### src/rtl/gpio_in_filter.sv
// Per-pin pad conditioning: two-flop resynchroniser, optional stability-count
// debounce, and registered rise/fall strobes aligned with the filtered level.
module gpio_in_filter #(
  parameter int Width    = 32,
  parameter int CntWidth = 16
) (
  input  logic                clk_i,
  input  logic                rst_ni,
  input  logic [Width-1:0]    gpio_pad_i,
  input  logic [Width-1:0]    filter_en_i,
  input  logic [CntWidth-1:0] filter_cycles_i,
  output logic [Width-1:0]    gpio_filt_o,
  output logic [Width-1:0]    gpio_rise_o,
  output logic [Width-1:0]    gpio_fall_o
);

  logic [Width-1:0]                sync1_q;
  logic [Width-1:0]                sync2_q;
  logic [Width-1:0]                filt_q;
  logic [Width-1:0]                filt_d;
  logic [Width-1:0]                rise_q;
  logic [Width-1:0]                rise_d;
  logic [Width-1:0]                fall_q;
  logic [Width-1:0]                fall_d;
  logic [Width-1:0][CntWidth-1:0]  cnt_q;
  logic [Width-1:0][CntWidth-1:0]  cnt_d;

  localparam logic [CntWidth-1:0] CntZero = {CntWidth{1'b0}};
  localparam logic [CntWidth-1:0] CntOne  = {{(CntWidth-1){1'b0}}, 1'b1};

  // Two-flop resynchroniser for the asynchronous pad levels
  always_ff @(posedge clk_i or negedge rst_ni) begin
    if (!rst_ni) begin
      sync1_q <= {Width{1'b0}};
      sync2_q <= {Width{1'b0}};
    end else begin
      sync1_q <= gpio_pad_i;
      sync2_q <= sync1_q;
    end
  end

  // Per-pin debounce decision; a returning sample discards the whole run
  always_comb begin
    filt_d = filt_q;
    cnt_d  = {Width{CntZero}};
    for (int i = 0; i < Width; i++) begin
      if (!filter_en_i[i]) begin
        filt_d[i] = sync2_q[i];
        cnt_d[i]  = CntZero;
      end else if (sync2_q[i] == filt_q[i]) begin
        filt_d[i] = filt_q[i];
        cnt_d[i]  = CntZero;
      end else if (cnt_q[i] >= filter_cycles_i) begin
        filt_d[i] = sync2_q[i];
        cnt_d[i]  = CntZero;
      end else begin
        filt_d[i] = filt_q[i];
        cnt_d[i]  = cnt_q[i] + CntOne;
      end
    end
    rise_d = filt_d & ~filt_q;
    fall_d = ~filt_d & filt_q;
  end

  // Filtered level, strobes and run counters update together
  always_ff @(posedge clk_i or negedge rst_ni) begin
    if (!rst_ni) begin
      filt_q <= {Width{1'b0}};
      rise_q <= {Width{1'b0}};
      fall_q <= {Width{1'b0}};
      cnt_q  <= {Width{CntZero}};
    end else begin
      filt_q <= filt_d;
      rise_q <= rise_d;
      fall_q <= fall_d;
      cnt_q  <= cnt_d;
    end
  end

  assign gpio_filt_o = filt_q;
  assign gpio_rise_o = rise_q;
  assign gpio_fall_o = fall_q;

endmodule
### config.mk
export PLATFORM = sky130hd
export DESIGN_NAME = gpio_in_filter
export DESIGN_NICKNAME = d
export VERILOG_FILES = /design/src/rtl/gpio_in_filter.sv
export SDC_FILE = /design/constraint.sdc
export NUM_CORES = 2
export LEC_CHECK = 0
export CAP_MARGIN = 20
export CORE_UTILIZATION = 36
export CTS_CLUSTER_SIZE = 40
export DETAILED_ROUTE_END_ITERATION = 12
export GPL_TIMING_DRIVEN = 0
export HOLD_SLACK_MARGIN = 0.03
export PLACE_DENSITY = 0.63
export SYNTH_ARGS = -nofsm -noshare
export SYNTH_HDL_FRONTEND = slang
export SYNTH_SLANG_ARGS = --single-unit
export TNS_END_PERCENT = 1
### constraint.sdc
create_clock -name clk_i -period 2.24 [get_ports clk_i]
set_input_delay 0.448 -clock clk_i [delete_from_list [all_inputs] [get_ports clk_i]]
set_output_delay 0.448 -clock clk_i [all_outputs]
set_load 0.01 [all_outputs]
==> flow_summary.ini <==
[die]
die_h_um = 333
rows = 121
die_area_mm2 = 0.111
core-area_mm2 = 0.109
dieWidth_um = 333
start_util = 0.363
boundaryPins = 178

[cts]
cts_tree = built
clk_pin_slew_ns = 0.06
cts_made_buffers = 84
clock_sinks = 672
h-tree-depth = 3
clockBufferDepth = 3
clk_latency_ns = 0.66
cts_root_buf = clkbuf_16

[logic_synthesis]
synth_top_area_frac = 0.425
synth_area_leader_cell = dfrtp_1
synth_cell_types = 59
syn_area_mm2 = 0.0395
avgSynthCellArea_um2 = 9.94
ys_ff_latch = 672
synthTopCellsByCount = dfrtp_1, nor2_1, ha_1, xor2_1, nand2_1
synthTopCellsByArea = dfrtp_1, ha_1, xor2_1
synthArstFlopShare = 1.00
ys.flop_type = dfrtp_1
yosys_warnings = 0
syn_nets = 4606
yosysMostFrequentCell = dfrtp_1
synth_edf_count = 0
synth_seq_area_share = 0.425
syn_inst = 3980

[sta]
fmax_mhz = 440
skew_ns = 0.0265
finalCriticalPeriod_ns = 2.27
max_slew_margin = 0.565
setup_ws_ns = -0.0340
report.final.setup_viol = 23
tightestPinTransition_ns = 0.647
slew_violations = 0
hold_ws_ns = 0.237
grt_setup_unrepaired = yes
fin_crit_sh = 1.02
finalHoldViolations = 0

[final_layout]
antenna_cells = 0
drive_gt1_frac = 0.109
final_nets = 4996
fin_util = 0.448
area_growth_pct = 23.3

[grt]
grt_start_max_net_pins = 118
antenna_found_initial = 6
grt_use_total = 0.183
grt_pass1_wl_um = 162000
grt_pass1_vias = 30000
grt_overflow = 0

[place]
port_buffers = 177
dp_hpwl_um = 64900
gp_congestion = 0.803

[worst_hold_path]
hold_path_class = in -> reg
worstHoldStart = gpio_pad_i[19]

[route]
drt_first_pass_iters = 5
drc = 0
ant_nets = 0
via_per_inst = 5.16
detail_route.wl_per_cell_um = 17.4
via_count = 30200
wirelength_um = 102000
first_iter_violations = 1586

[power]
p_leak_nw = 22.4
vdd_drop_max_mv = 0.518
p_per_area_mw_per_mm2 = 615

[critical_path]
arrival_ns = 2.85
critPathKind = in -> reg
rr_startpoint = cnt_q[32]
cp-start-kind = primary input
crit_path_end_kind = register
crit_required_ns = 2.82
cp_max_fo = 32
startpoint = filter_cycles_i[4]

[flow_run]
drv_cap = 0

[run_status]
status = finished with violations
violations = setup timing
-- routing by layer --
metal / vias to the layer above / global-route usage / part of all wire
met5: - / 0 / 0.00021
met2: 522 / 0.290 / 0.44
met4: 4 / 0.0515 / 0.030
li1: 14800 / - / -
met1: 14700 / 0.258 / 0.49
met3: 174 / 0.0270 / 0.044
-- registers in the layout, indices dropped and copies added, names as in the netlist --
register / flops
sync1_q: 32
gpio_filt_o: 32
gpio_rise_o: 32
sync2_q: 32
cnt_q: 512
gpio_fall_o: 32
-- path summary, 6_finish.rpt --
| check | end | slack [ns] | depth (start not counted) |
|---|---|---|---|
| max reg2reg | cnt_q[34] | -0.01 | 9 |
| min | sync1_q[19] | 0.24 | 1 |
| min reg2reg | sync2_q[5] | 0.34 | 0 |
| max | cnt_q[34] | -0.03 | 10 |
| min in group asynchronous | gpio_fall_o[22] | 0.35 | 2 |
| max in group asynchronous | gpio_rise_o[21] | 0.43 | 4 |
-- logic make-up after synthesis --
group           Yosys count  synth area share
simple gates           1674             0.206
flops                   672             0.425
fa+ha+maj               544             0.172
xor+xnor                479             0.106
compound gates          400            0.0635
buf+inv                 179            0.0178
mux                      32           0.00911
-- placed cells by master (no fill, tap or decap), drive strengths merged, types with 11 or more instances in the layout --
master,netlist,routed
bufinv,0,12
nor3b,28,28
and3b,43,43
o211a,13,13
clkdlybuf4s50,0,161
a31oi,13,13
nand2,293,293
and3,97,97
nor2b,44,44
clkinv,0,13
ha,544,544
nor2,649,649
xnor2,183,183
buf,8,138
o211ai,11,11
nor4,15,15
clkinvlp,0,12
inv,135,125
o21ai,83,83
nand4,138,138
o311ai,22,22
a21o,31,31
a211oi,17,17
and4,57,57
dfrtp,672,672
xor2,296,296
nor3,72,72
clkbuf,36,160
a21oi,161,161
mux2,32,32
o21a,11,11
nand3,214,214
-- where the power goes --
group	switching [W]	internal [W]
clock	0.00547	0.00851
sequential	0.000299	0.0124
combinational	0.00189	0.00140
-- area by class of cell --
cell class	instances	area, um2
Clock inverter	27	364
Clock buffer	126	2490
Sequential cell	672	16800
Multi-Input combinational cell	3129	22900
Buffer	44	384
Inverter	135	663
Tap cell	1414	1770
Timing Repair Buffer	304	3380
Fill cell	10300	60100
-- worst max-delay path: stages --
cell	delay [ns]
clkdlybuf4s50_1	0.47
bufinv_8	0.32
ha_1	0.28
nand4_1	0.09
o21ai_0	0.09
o21a_1	0.20
or4_4	0.54
buf_6	0.15
buf_6	0.12
nor2_1	0.11
-- through the flow --
step	power (W)	setup TNS (ns)	cell area (um2)	worst slack, ns	instances
CTS	0.0304	-14.57	48000	-0.164	5828
global placement	0.0156	-	43200	-30.86	5571
finish	0.0300	-0.324	48800	-0.0340	5851
floorplan	0.0143	-156.54	39700	-0.422	3980
detailed placement	0.0158	-988.66	43700	-1.96	5593
global route	0.0313	-1.58	48800	-0.0677	5851
-- timing repair --
action                                 in CTS  in global routing
setup endpoints to repair                 608                571
pin swaps                                  72                 47
buffers inserted                           79                 19
endpoints found under the hold margin      59                  0
gates cloned                                2                  4
gates resized for setup                   165                106
hold buffers                                1                  0
Note: power is estimated with default switching activity, not from simulation.
